==> src/rtl/femto_pkg.sv <==
// Shared constants and types for the femtoRV32 fetch path.
package femto_pkg;

  localparam logic [31:0] INST_NOP    = 32'h0000_0013;
  localparam logic [31:0] INST_ECALL  = 32'h0000_0073;
  localparam logic [31:0] INST_EBREAK = 32'h0010_0073;

  typedef enum logic {
    RUN  = 1'b0,
    HALT = 1'b1
  } fetch_state_t;

  function automatic logic is_halt_inst(input logic [31:0] word);
    return (word == INST_ECALL) || (word == INST_EBREAK);
  endfunction

endpackage

==> src/rtl/fetch_queue.sv <==
// Small synchronous FIFO holding fetched {pc, inst} pairs; flush beats push.
module fetch_queue #(
  parameter int DEPTH = 2,
  parameter int WIDTH = 64
) (
  input  logic             clk,
  input  logic             rst,
  input  logic             push,
  input  logic             pop,
  input  logic             flush,
  input  logic [WIDTH-1:0] wdata,
  output logic             full,
  output logic             empty,
  output logic [WIDTH-1:0] head
);

  localparam int PTR_W = $clog2(DEPTH);

  logic [WIDTH-1:0] mem_q [DEPTH];
  logic [PTR_W-1:0] rd_q, rd_d;
  logic [PTR_W-1:0] wr_q, wr_d;
  logic [PTR_W:0]   cnt_q, cnt_d;
  logic             pop_ok_s, push_ok_s;

  assign full      = (cnt_q == (PTR_W+1)'(DEPTH));
  assign empty     = (cnt_q == '0);
  assign head      = mem_q[rd_q];
  assign pop_ok_s  = pop && !empty;
  assign push_ok_s = push && !flush && (!full || pop_ok_s);

  // Pointer and occupancy next-state
  always_comb begin
    rd_d  = rd_q;
    wr_d  = wr_q;
    cnt_d = cnt_q;
    if (flush) begin
      rd_d  = '0;
      wr_d  = '0;
      cnt_d = '0;
    end else begin
      rd_d  = rd_q + PTR_W'(pop_ok_s);
      wr_d  = wr_q + PTR_W'(push_ok_s);
      cnt_d = cnt_q + (PTR_W+1)'(push_ok_s) - (PTR_W+1)'(pop_ok_s);
    end
  end

  // Pointer and occupancy registers
  always_ff @(posedge clk) begin
    if (!rst) begin
      rd_q  <= '0;
      wr_q  <= '0;
      cnt_q <= '0;
    end else begin
      rd_q  <= rd_d;
      wr_q  <= wr_d;
      cnt_q <= cnt_d;
    end
  end

  // Storage needs no reset: entries are only visible while counted
  always_ff @(posedge clk) begin
    if (push_ok_s) begin
      mem_q[wr_q] <= wdata;
    end
  end

endmodule

==> src/rtl/fetch_unit.sv <==
// Instruction fetch sequencer: PC, ROM addressing, redirect handling and
// ECALL/EBREAK halt, feeding decode through a small instruction queue.
module fetch_unit
  import femto_pkg::*;
#(
  parameter int          ADDR_W   = 6,
  parameter int          QDEPTH   = 2,
  parameter logic [31:0] RESET_PC = 32'h0
) (
  input  logic              clk,
  input  logic              rst,
  output logic [ADDR_W-1:0] imem_addr,
  input  logic [31:0]       imem_data,
  input  logic              redirect_valid,
  input  logic [31:0]       redirect_pc,
  output logic              inst_valid,
  output logic [31:0]       inst,
  output logic [31:0]       inst_pc,
  input  logic              inst_ready,
  output logic              halted
);

  fetch_state_t state_q, state_d;
  logic [31:0]  pc_q, pc_d;
  logic         halted_q;
  logic         push_s, pop_s, full_s, empty_s;
  logic [63:0]  head_s;

  assign imem_addr  = pc_q[ADDR_W+1:2];
  assign pop_s      = !empty_s && inst_ready;
  assign push_s     = (state_q == RUN) && !redirect_valid && (!full_s || pop_s);
  assign inst_valid = !empty_s;
  assign inst       = empty_s ? INST_NOP : head_s[31:0];
  assign inst_pc    = empty_s ? 32'h0 : head_s[63:32];
  assign halted     = halted_q;

  fetch_queue #(
    .DEPTH (QDEPTH),
    .WIDTH (64)
  ) u_queue (
    .clk   (clk),
    .rst   (rst),
    .push  (push_s),
    .pop   (pop_s),
    .flush (redirect_valid),
    .wdata ({pc_q, imem_data}),
    .full  (full_s),
    .empty (empty_s),
    .head  (head_s)
  );

  // Redirect wins over halt detection; a halting word still advances the PC
  always_comb begin
    pc_d    = pc_q;
    state_d = state_q;
    if (redirect_valid) begin
      pc_d    = redirect_pc & 32'hFFFF_FFFC;
      state_d = RUN;
    end else if (push_s) begin
      pc_d = pc_q + 32'd4;
      if (is_halt_inst(imem_data)) begin
        state_d = HALT;
      end else begin
        state_d = state_q;
      end
    end else begin
      pc_d    = pc_q;
      state_d = state_q;
    end
  end

  // FSM, PC and registered halt flag
  always_ff @(posedge clk) begin
    if (!rst) begin
      pc_q     <= RESET_PC;
      state_q  <= RUN;
      halted_q <= 1'b0;
    end else begin
      pc_q     <= pc_d;
      state_q  <= state_d;
      halted_q <= (state_d == HALT);
    end
  end

endmodule

==> config.mk <==
export PLATFORM = sky130hd
export DESIGN_NAME = fetch_unit
export DESIGN_NICKNAME = d
export VERILOG_FILES = /design/src/rtl/femto_pkg.sv /design/src/rtl/fetch_queue.sv /design/src/rtl/fetch_unit.sv
export SDC_FILE = /design/constraint.sdc
export NUM_CORES = 1
export LEC_CHECK = 0
export BUFFER_PORTS_ARGS = -buffer_cell sky130_fd_sc_hd__buf_2
export CORE_MARGIN = 3
export CORE_UTILIZATION = 49
export CTS_CLUSTER_DIAMETER = 200
export DETAILED_ROUTE_END_ITERATION = 12
export PLACE_DENSITY = 0.72
export SETUP_SLACK_MARGIN = 0.15
export SLEW_MARGIN = 5
export SYNTH_ARGS = -nofsm -noshare
export SYNTH_HDL_FRONTEND = slang
export SYNTH_SLANG_ARGS = --single-unit
==> constraint.sdc <==
create_clock -name clk -period 7.4 [get_ports clk]
set_input_delay 0 -clock clk [delete_from_list [all_inputs] [get_ports clk]]
set_output_delay 0 -clock clk [all_outputs]
set_load 0.01 [all_outputs]
# ---- Word level (Yosys, flattened, before mapping)
# Memory sizes are Yosys's and may differ from the RTL's. A register that Yosys moved wholly into a read port is not among the register bits.
# Cells that the tools add are included.
dict set report word_totals {
  ramBits 128
  inputBits 68
  n_memories 1
  regBits 37
  output_inout_bits 72
}
dict set report op_classes {
  bitwise 2
  muxes 7
  n_eq_ne 3
  add_sub_neg 5
  reduce_logical 16
}
# memory depth width read_ports rd_ports_with_merged_regs write_ports line_no
set memory_table {}
lappend memory_table {u_queue.mem_q 2 64 1 1 1 fetch_queue.sv:19} ;# logic [WIDTH-1:0] mem_q [DEPTH];
# cell n
set ops {}
lappend ops {{$mux W32} 4}
lappend ops {{$add A32 B3 Y32 const B} 1}
lappend ops {{$eq A32 B21 Y1 const B} 1}
lappend ops {{$eq A32 B7 Y1 const B} 1}
lappend ops {{$logic_and A1 B1 Y1} 6}
lappend ops {{$logic_not A1 Y1} 3}
lappend ops {{$logic_or A1 B1 Y1} 3}
lappend ops {{$mux W1} 3}
lappend ops {{$add A1 B1 Y1} 2}
lappend ops {{$add A2 B1 Y2} 1}
lappend ops {{$eq A2 B2 Y1 const B} 1}
lappend ops {{$logic_not A2 Y1} 1}
lappend ops {{$not A1 Y1} 2}
lappend ops {{$reduce_and A2 Y1} 1}
lappend ops {{$reduce_bool A2 Y1} 1}
lappend ops {{$reduce_or A2 Y1} 1}
lappend ops {{$sub A2 B1 Y2} 1}

# ---- Logic depth before layout (Yosys ltp)
# Gate-level depths: netlist of run 1.
dict set report depth {
  depth_word 9
  mapped_depth 7
  ltp_nobuf 7
}

# ---- By module
# Synthesis of run 1 repeated with hierarchy kept, for this count alone.
dict set report hier_totals {
  cells_unflattened 527
  hier_area_um2 7076.8
}
# module cells_each area_per_inst_um2 n_inst seq_area_each_um2
set modules_own_cells {}
lappend modules_own_cells {fetch_queue 228 4855.9 1 3923.8}
lappend modules_own_cells {fetch_unit 299 2220.9 1 620.6}

# ---- Worst setup path before layout of run 1
# Ideal clock, no wire load.
dict set report synth_timing {
  kind {reg-to-reg}
  startpoint {register halted (netlist name)}
  endpoint {memory u_queue.mem_q[1][0] (enable)}
  slack_ns 0.105
  arrival_ns 6.660
  path_stages_with_launch 4
  period_less_slack_ns 7.295
  path_buffers 2
  cell_sequence {dfxtp_1 clkbuf_1 clkbuf_1 nor4_1}
}
# element line_no
set synth_lines {}
lappend synth_lines {{end: declaration} fetch_queue.sv:19}

# ---- Worst setup path after layout of run 1
dict set report layout_timing {
  startpoint {register pc_q[8]}
  endpoint {register pc_q[28]}
}
dict set report layout_via {
  elab_chain_cells 3
}
# element line_no
set layout_rtl {}
lappend layout_rtl {{start: declaration} fetch_unit.sv:24} ;# logic [31:0] pc_q, pc_d;
lappend layout_rtl {{start signal: assignment} fetch_unit.sv:79} ;# pc_q <= pc_d;
lappend layout_rtl {{$add A32 B3 Y32} fetch_unit.sv:60} ;# pc_d = pc_q + 32'd4;
lappend layout_rtl {{$mux W32} fetch_unit.sv:59} ;# end else if (push_s) begin
lappend layout_rtl {{$mux W32} fetch_unit.sv:56} ;# if (redirect_valid) begin
# No other way between the ends. The select of a mux whose other input is x is not followed.
# A chain may end at the register's enable or synchronous reset.

==> results of run 1 <==
area by class of cell:
class / instances / area share (%)
multi-input cells: 331 / 24.94
repair buffers: 202 / 15.24
inverters: 11 / 0.4726
clock inverters: 10 / 1.103
clock buffers: 21 / 5.042
flip-flops and latches: 159 / 50.69
well taps: 176 / 2.521
per-stage QoR:
| step | hold slack [ns] | util, % |
|---|---|---|
| 6_report | 0.01433 | 64.94 |
| 3_3_place_gp | 0.1942 | 56.41 |
| 3_5_place_dp | 0.1957 | 56.41 |
| 5_1_grt | 0.03067 | 64.94 |
| 4_1_cts | 0.001917 | 64.94 |
| 2_1_floorplan | 0.09887 | - |
sequential cells by signal (all words and copies together), names as in the netlist:
name,flops
u_queue.cnt_q,2
pc_q,30
u_queue.rd_q,1
halted,1
u_queue.wr_q,1
u_queue.mem_q,124
repair_timing:
item | in CTS | in global routing
setup endpoints to repair | 0 | 0
hold endpoints to repair | 94 | 0
hold buffers | 61 | 0
worst max-delay path, delay by kind of cell, from the launching register on:
family | cells | cell delay, ns
simple gates | 3 | 1.90
compound gates | 1 | 0.18
flops | 1 | 0.46
Yosys cell counts, drive strengths merged, types with 11 or more instances:
master  instances
a31oi          14
buf            19
clkbuf         27
dfxtp          35
edfxtp        124
inv            11
mux2i          62
nand2          23
nor2           71
nor4           15
o21ai          29
or3            11
or4            11
kinds of logic after synthesis:
kind of cell,count (synthesis),share of synthesized area [%]
muxes,62,9.094
DFF,159,64.83
adders and majority gates,3,0.5501
other,1,0.05495
buffers and inverters,57,3.740
and+or+nand+nor,177,13.11
AOI/OAI and AO/OA,77,7.334
xor gates and xnor gates,10,1.284
routing by layer:
metal	track usage, %	vias to the layer above	wire [um]
li1	-	2404	-
met4	7.529	0	177
met2	36.47	201	8010
met3	5.268	15	1063
met1	25.69	2387	6625
met5	0	-	0
worst max path at each step:
| stage | depth (start not counted) | slack (ns) | from | end |
|---|---|---|---|---|
| after floorplan | 3 | 2.70 | halted | u_queue.mem_q[1][0] |
| final | 4 | 4.77 | pc_q[8] | pc_q[28] |
| after global routing | 4 | 4.64 | pc_q[8] | pc_q[28] |
| after global placement | 5 | 4.89 | u_queue.cnt_q[1] | u_queue.mem_q[0][39] |
| after CTS | 4 | 4.83 | pc_q[8] | pc_q[28] |
| after detailed placement | 5 | 4.85 | u_queue.cnt_q[1] | u_queue.mem_q[0][23] |
where the power goes:
| group | total (mW) | internal [mW] | leakage [nW] | switching, mW |
|---|---|---|---|---|
| logic | 0.260 | 0.114 | 1.42 | 0.146 |
| registers | 1.06 | 1.02 | 1.47 | 0.0385 |
| clock network | 0.802 | 0.487 | 0.258 | 0.315 |
| total | 2.12 | 1.62 | 3.15 | 0.499 |
==> flow_summary.ini, run 1 <==
[setup_path]
reg2reg_slack_ns = 4.77
r2r_start = pc_q[8]
path_common_cell = or4_1
start_kind = flop
crit_path_end_kind = flop
cp_data_arrival_time_ns = 2.96
crit_path_max_fanout = 16
cp.required_ns = 7.74
cpMaxStageDelayCell = or4_1
crit_chain = nand4_1 > or4_1 > or4_1 > a31oi_1
max_stage_delay_ns = 0.91
critPathKind = flop to flop
timing.rr.end = pc_q[28]
rr_worst_depth = 4

[clock_network]
post_cts_resized = 0
clk_latency_ns = 0.42
cts_tree = yes
clock_sinks = 159
root_buffer = clkbuf_16
clk_pin_slew_worst_paths_ns = 0.06
cts_made_buffers = 17
htreeDepth = 4
clockBufferDepth = 2
cts_setup_buffers = 0

[logic_synthesis]
ys_types = 49
synth_seq_cells = 159
yosysTopAreaCellShare_pct = 54.57
synth_edf_count = 124
ys_top_cells_by_area = edfxtp_1, dfxtp_1, mux2i_1
avgSynthCellArea_um2 = 12.50
syn_area_um2 = 6824
syn_inst = 546
ys_async_sr_fraction_pct = 0
yosysTopAreaCell = edfxtp_1
yosysWarningCount = 0
yosysSeqAreaShare_pct = 64.83
synth_ff_type = edfxtp_1

[drt]
ant_nets = 0
vias_per_cell = 5.502
via_count = 5007
drt_pass1_iterations = 7
drc = 0
finalWirelength_um = 15880
wl_per_cell_um = 17.45
drt_iter0_drc = 395

[placed_design]
routabilityCongestion = 0.8466
dp_slack_ns = 4.854
placed_cells = 818
io_buffers = 135
post_dp_cell_area_um2 = 7589
dp_hpwl_um = 9890

[global_route]
grt_pass1_wl_um = 24630
grt_max_degree = 64
antenna_found_initial = 0
grt_overflow = 0
grt_pass1_vias = 5021
grt_usage_pct = 21.09

[floorplanning]
core_area_um2 = 13450
fp.dieW_um = 124.0
start_util_pct = 50.73
fp-row-count = 42
num_io_pins = 140
fp.dieArea_um2 = 15380
fp.dieH_um = 124.0

[layout]
drive_gt1_share_pct = 23.02
areaGrowthSynthToFinish_pct = 28.02
final_cells = 910
nNetsFinal = 793
seqCellArea_um2 = 4428
postLayoutCellArea_um2 = 8736
fillers = 1047
final_common_cell = buf_2
n_antenna_cell = 0
layout_common_cells = buf_2, edfxtp_1, nor2_1
multi_input_area_um2 = 2178

[run]
cap_viol_max_count = 0

[sta]
clock.fmax_mhz = 380.9
fin_setup_tns_ns = 0
layout_setup_ws_ns = 4.775
min_period_ns = 2.625
relSlewSlack_pct = 23.52
grt_setup_unrepaired = false
post-route-period-util_pct = 35.48
clock_skew_ns = 0.009667
setup_violations = 0
hold_viol = 0
tightest_slew_ns = 1.147
slew_viol_final = 0

[worst_hold_path]
min_to = u_queue.rd_q
holdCritStartpoint = inst_ready
hp-class = primary input to flop
hold_path_depth = 4

[status]
status = finished clean

[power]
cellPowerDensity_nw_per_um2 = 243.1
vdd_drop_max_mv = 0.1190
leakagePower_nw = 3.150
finalPower_mw = 2.124
No activity file was read; power rests on OpenSTA's default activity.
==> inputs of run 2 (changes only) <==
--- a/config.mk
+++ b/config.mk
@@ -7,10 +7,10 @@
 export LEC_CHECK = 0
 export BUFFER_PORTS_ARGS = -buffer_cell sky130_fd_sc_hd__buf_2
 export CORE_MARGIN = 3
-export CORE_UTILIZATION = 49
+export CORE_UTILIZATION = 55
 export CTS_CLUSTER_DIAMETER = 200
 export DETAILED_ROUTE_END_ITERATION = 12
-export PLACE_DENSITY = 0.72
+export PLACE_DENSITY = 0.77
 export SETUP_SLACK_MARGIN = 0.15
 export SLEW_MARGIN = 5
 export SYNTH_ARGS = -nofsm -noshare
==> constraint.sdc (replaced) <==
create_clock -name clk -period 2.75 [get_ports clk]
set_input_delay 0 -clock clk [delete_from_list [all_inputs] [get_ports clk]]
set_output_delay 0 -clock clk [all_outputs]
set_load 0.01 [all_outputs]
==> run 2 against run 1 <==
Effect of this change: register-to-register slack worse by 4.4 ns; worst hold slack gained 0.046 ns; highest routed layer unchanged; power rose to 2.7 times the previous value; count of clock-buffer cells in the layout shrank 2; sequential cell count is the same; sequential power rose to 2.7 times the previous value; combinational power grew to 2.8 times the previous value; critical path depth grew 1; largest cell class unchanged; wire length is 0.23% lower.
==> flow_summary.ini, run 2 (same netlist as run 1, synthesis figures left out) <==
[sta]
slew_viol_final = 0
fin_hold_ws_ns = 0.06047
setup_violations = 0
relSlewSlack_pct = 47.99
tightest_slew_ns = 0.7793
clock_skew_ns = 0.01259
grt_setup_unrepaired = false
fin_setup_tns_ns = 0
clock.fmax_mhz = 418.7
hold_viol = 0
min_period_ns = 2.388
post-route-period-util_pct = 86.84

[global_route]
use_met2_pct = 38.40
grt_pass1_vias = 4975
grt_max_degree = 60
grt_pass1_wl_um = 25160
grt_usage_pct = 22.69
use_met3_pct = 6.075
gr-usage-met1_pct = 28.68
antenna_found_initial = 0
busiest_layer = met2
grt_overflow = 0

[drt]
vias_per_cell = 5.579
via_count = 5049
drc = 0
drt_pass1_iterations = 5
drt_iter0_drc = 506
ant_nets = 0
finalWirelength_um = 15840
wl_per_cell_um = 17.50

[floorplanning]
fp.dieW_um = 117.4
fp.dieH_um = 117.4
fp.dieArea_um2 = 13780
num_io_pins = 140
core_area_um2 = 12060
start_util_pct = 56.58
fp-row-count = 40

[setup_path]
crit_path_end_kind = flop
path_common_cell = or4_1
critPathKind = flop to flop
cp_data_arrival_time_ns = 2.72
cp.required_ns = 3.08
cpMaxStageDelayCell = or4_1
reg2reg_slack_ns = 0.36
max_stage_delay_ns = 0.79
crit_chain = ha_1 > inv_1 > or4_1 > or4_1 > a31oi_1
start_kind = flop
crit_path_max_fanout = 17

[clock_network]
cts_made_buffers = 17
root_buffer = clkbuf_16
clk_pin_slew_worst_paths_ns = 0.06
clk_latency_ns = 0.41
clock_sinks = 159
cts_setup_buffers = 0
clockBufferDepth = 2
ctsHoldBuffers = 60
htreeDepth = 4
cts_tree = yes
post_cts_resized = 0

[run]
cap_viol_max_count = 0

[placed_design]
dp_hpwl_um = 9999
routabilityCongestion = 0.8798
io_buffers = 135
post_dp_cell_area_um2 = 7627
placed_cells = 812

[layout]
postLayoutCellArea_um2 = 8810
final_common_cell = buf_2
regMostFlops = u_queue.mem_q
drive_gt1_share_pct = 24.29
nNetsFinal = 795
largest_reg_flops = 124
final_cells = 905
top_regs = u_queue.mem_q (124), pc_q (30), u_queue.cnt_q (2)
n_antenna_cell = 0
layout_common_cells = buf_2, edfxtp_1, nor2_1
areaGrowthSynthToFinish_pct = 29.10

[power]
vdd_drop_max_mv = 0.4778
cellPowerDensity_nw_per_um2 = 659.0
leakagePower_nw = 3.180

[worst_hold_path]
hp-class = primary input to flop

[status]
status = finished clean
## run 2: cell types whose count changed in the layout (fill, tap and decap cells not counted), sizes merged
cell      previous run  this run
buf                141       143
clkbuf              21        19
clkinv               7         5
inv                 11        14
clkinvlp             1         3
## run 2: report_power, final
group	switching [mW]	internal, mW	total (mW)
logic	0.408	0.312	0.721
registers	0.0917	2.75	2.84
clock network	0.901	1.34	2.24
total	1.40	4.40	5.81
## run 2: area by class of cell
cell class,count,area [um2]
tap,168,210.2
sequential,159,4431
inverter,11,41.29
clock inverter,13,138.9
multi-input combinational,331,2185
clock buffer,19,432.9
timing repair buffer,204,1371
fill,800,3252
## run 2: metrics by stage
step / power, mW / util (%) / setup WS (ns)
after floorplan: 3.269 / - / -0.3933
after global placement: 3.514 / 63.24 / 0.4998
after detailed placement: 3.541 / 63.24 / 0.4072
after CTS: 5.830 / 72.96 / 0.3894
after global routing: 6.023 / 73.04 / 0.2081
final: 5.805 / 73.04 / 0.3618
## run 2: critical path: cells and delay by family (launching register included)
kind            cells  cell delay [ns]
fa+ha+maj           1             0.19
simple gates        2             1.40
compound gates      1             0.19
buf+inv             1             0.07
flops               1             0.46
## run 2: final timing paths
kind                                 startpoint              endpoint  cells after the start
worst max-delay path                    pc_q[2]              pc_q[28]                      5
worst min register to register         pc_q[15]  u_queue.mem_q[0][47]                      0
worst min-delay path            redirect_pc[30]              pc_q[30]                      4
worst max register to register          pc_q[2]              pc_q[28]                      5
## run 2: metal layers
layer  vias to the layer above  share of wire (%)
met4                         0                1.8
li1                       2402                  -
met3                        24                7.2
met1                      2430                 41
met2                       193                 50
met5                         -                  0
==> inputs of run 3 (changes only) <==
--- a/config.mk
+++ b/config.mk
@@ -15,4 +15,5 @@
 export SLEW_MARGIN = 5
 export SYNTH_ARGS = -nofsm -noshare
 export SYNTH_HDL_FRONTEND = slang
+export SYNTH_HIERARCHICAL = 1
 export SYNTH_SLANG_ARGS = --single-unit
==> run 3 against run 2 <==
Effect of this change: power fell by 3.7%; critical path type unchanged; combinational power down 51%; via count down 3.1%.
==> flow_summary.ini, run 3 <==
[status]
status = finished clean

[logic_synthesis]
ys_async_sr_fraction_pct = 0
avgSynthCellArea_um2 = 13.43
yosys-top-cells-count = edfxtp_1, nor2b_1, mux2_1
ys_types = 41
yosysTopAreaCell = edfxtp_1
syn_inst = 527
yosysSeqAreaShare_pct = 64.21
ys_top_cells_by_area = edfxtp_1, dfxtp_1, mux2_1
synth_ff_type = edfxtp_1
syn_area_um2 = 7077
yosysTopAreaCellShare_pct = 54.31
synth_most_common_cell = edfxtp_1
yosysWarningCount = 6
synth_seq_cells = 163
synth_edf_count = 128

[placed_design]
io_buffers = 137
routabilityCongestion = 0.8062
dp_hpwl_um = 9588

[power]
cellPowerDensity_nw_per_um2 = 604.3
finalPower_mw = 5.592
leakagePower_nw = 3.491
vdd_drop_max_mv = 0.3559

[drt]
drt_pass1_iterations = 5
finalWirelength_um = 15730
drc = 0
vias_per_cell = 5.381
drt_iter0_drc = 378
via_count = 4891
ant_nets = 0
wl_per_cell_um = 17.31

[clock_network]
root_buffer = clkbuf_16
clock_sinks = 163
cts_setup_buffers = 0
clockBufferDepth = 2
clk_latency_ns = 0.42
cts_made_buffers = 17
htreeDepth = 4
clk_pin_slew_worst_paths_ns = 0.06
cts_tree = yes

[layout]
largest_reg_flops = 128
drive_gt1_share_pct = 26.72
n_antenna_cell = 0
layout_common_cells = buf_2, edfxtp_1, dlygate4sd3_1
top_regs = u_queue/mem_q (128), pc_q (30), u_queue/cnt_q (2)
nNetsFinal = 800
final_common_cell = buf_2
areaGrowthSynthToFinish_pct = 30.76
regMostFlops = u_queue/mem_q

[global_route]
antenna_found_initial = 0
use_met2_pct = 38.96
use_met3_pct = 4.463
grt_usage_pct = 22.48
grt_pass1_wl_um = 24970
grt_max_degree = 66
grt_pass1_vias = 4914
grt_overflow = 0
gr-usage-met1_pct = 27.65
busiest_layer = met2

[setup_path]
crit_path_max_fanout = 5
reg2reg_slack_ns = 0.30
setup.worst_path.end = u_queue/cnt_q[1]
start_kind = flop
crit_path_end_kind = flop
critPathKind = flop to flop
cp_data_arrival_time_ns = 2.77
rr_worst_depth = 11
r2r_start = u_queue/cnt_q[1]
cp.required_ns = 3.08
timing.rr.end = u_queue/cnt_q[1]
cp-startpoint = u_queue/cnt_q[1]

[floorplanning]
start_util_pct = 57.48
fp.dieArea_um2 = 14260
fp-row-count = 40
core_area_um2 = 12310
fp.dieH_um = 119.4
fp.dieW_um = 119.4
num_io_pins = 140

[sta]
fin_hold_ws_ns = 0.09548
relSlewSlack_pct = 51.63
fin_setup_tns_ns = 0
min_period_ns = 2.446
clock.fmax_mhz = 408.8
setup_violations = 0
grt_setup_unrepaired = false
slew_viol_final = 0
tightest_slew_ns = 0.7255
clock_skew_ns = 0.009224
post-route-period-util_pct = 88.96
hold_viol = 0

[run]
cap_viol_max_count = 0

[worst_hold_path]
hp-class = primary input to flop
## run 3: cell types whose count changed after synthesis, moves of 12 or more
cell	before	now
nor2_1	71	7
mux2i_1	62	2
nor2b_1	3	63
mux2_1	0	55
a21oi_1	5	26
xnor2_1	8	20
## run 3: per-stage QoR
stage               std cells  setup WS (ns)  cell area [um2]  util (%)
finish                    909         0.3037             9254     75.16
global route              909         0.1579             9254     75.16
CTS                       909         0.1767             9235     75.01
floorplan                 530         0.1881             7131         -
detailed placement        814         0.2077             7986     64.87
global placement          814         0.3266             7986     64.87
## run 3: per-layer routing
| layer | up-vias | routed length, um |
|---|---|---|
| li1 | 2334 | - |
| met1 | 2391 | 6645 |
| met2 | 148 | 8073 |
| met3 | 18 | 790 |
| met4 | 0 | 226 |
| met5 | - | 0 |
## run 3: worst max-delay path, cell delays in order, from the launching register on
cell,delay [ns]
dfxtp_2,0.41
nor2_4,0.06
nand2b_1,0.21
a21oi_4,0.19
and2_1,0.18
nor2b_4,0.19
mux2i_1,0.21
a21oi_1,0.06
ha_1,0.20
xor2_1,0.15
or3_1,0.32
a21oi_1,0.19
## run 3: what timing repair did
| item | in CTS | in global routing |
|---|---|---|
| hold endpoints to repair | 94 | 0 |
| pin swaps | 0 | 1 |
| endpoints found under the setup margin | 1 | 130 |
| hold buffers | 63 | 0 |
| gates resized for setup | 1 | 5 |
## run 3: power breakdown
group / internal [mW] / leakage [nW] / switching (mW)
registers: 2.76 / 1.47 / 0.0634
clock network: 1.54 / 0.300 / 0.875
logic: 0.188 / 1.72 / 0.168
total: 4.49 / 3.49 / 1.11
## run 3: layout make-up
class | count | area, um2
Clock buffer | 28 | 549.3
Clock inverter | 4 | 67.56
Fill cell | 786 | 3058
Inverter | 12 | 45.04
Multi-Input combinational cell | 324 | 2404
Sequential cell | 163 | 4549
Tap cell | 168 | 210.2
Timing Repair Buffer | 210 | 1429
## run 3: worst min path at each step
stage | startpoint | slack [ns] | depth (start not counted) | endpoint
floorplan | imem_data[0] | 0.1 | 0 | u_queue/mem_q[0][0]
global placement | imem_data[20] | 0.19 | 1 | u_queue/mem_q[0][20]
detailed placement | imem_data[20] | 0.20 | 1 | u_queue/mem_q[1][20]
CTS | rst | 0.07 | 3 | pc_q[18]
global route | rst | 0.12 | 3 | pc_q[7]
finish | rst | 0.1 | 3 | pc_q[18]
## run 3: cell families after synthesis
group / Yosys count / share of synthesized area (%)
and+or+nand+nor: 150 / 12.41
DFF: 163 / 64.22
xor gates and xnor gates: 26 / 3.218
adders and majority gates: 4 / 0.7072
AOI/OAI and AO/OA: 74 / 6.011
muxes: 66 / 10.47
buffers and inverters: 43 / 2.917
other: 1 / 0.05299
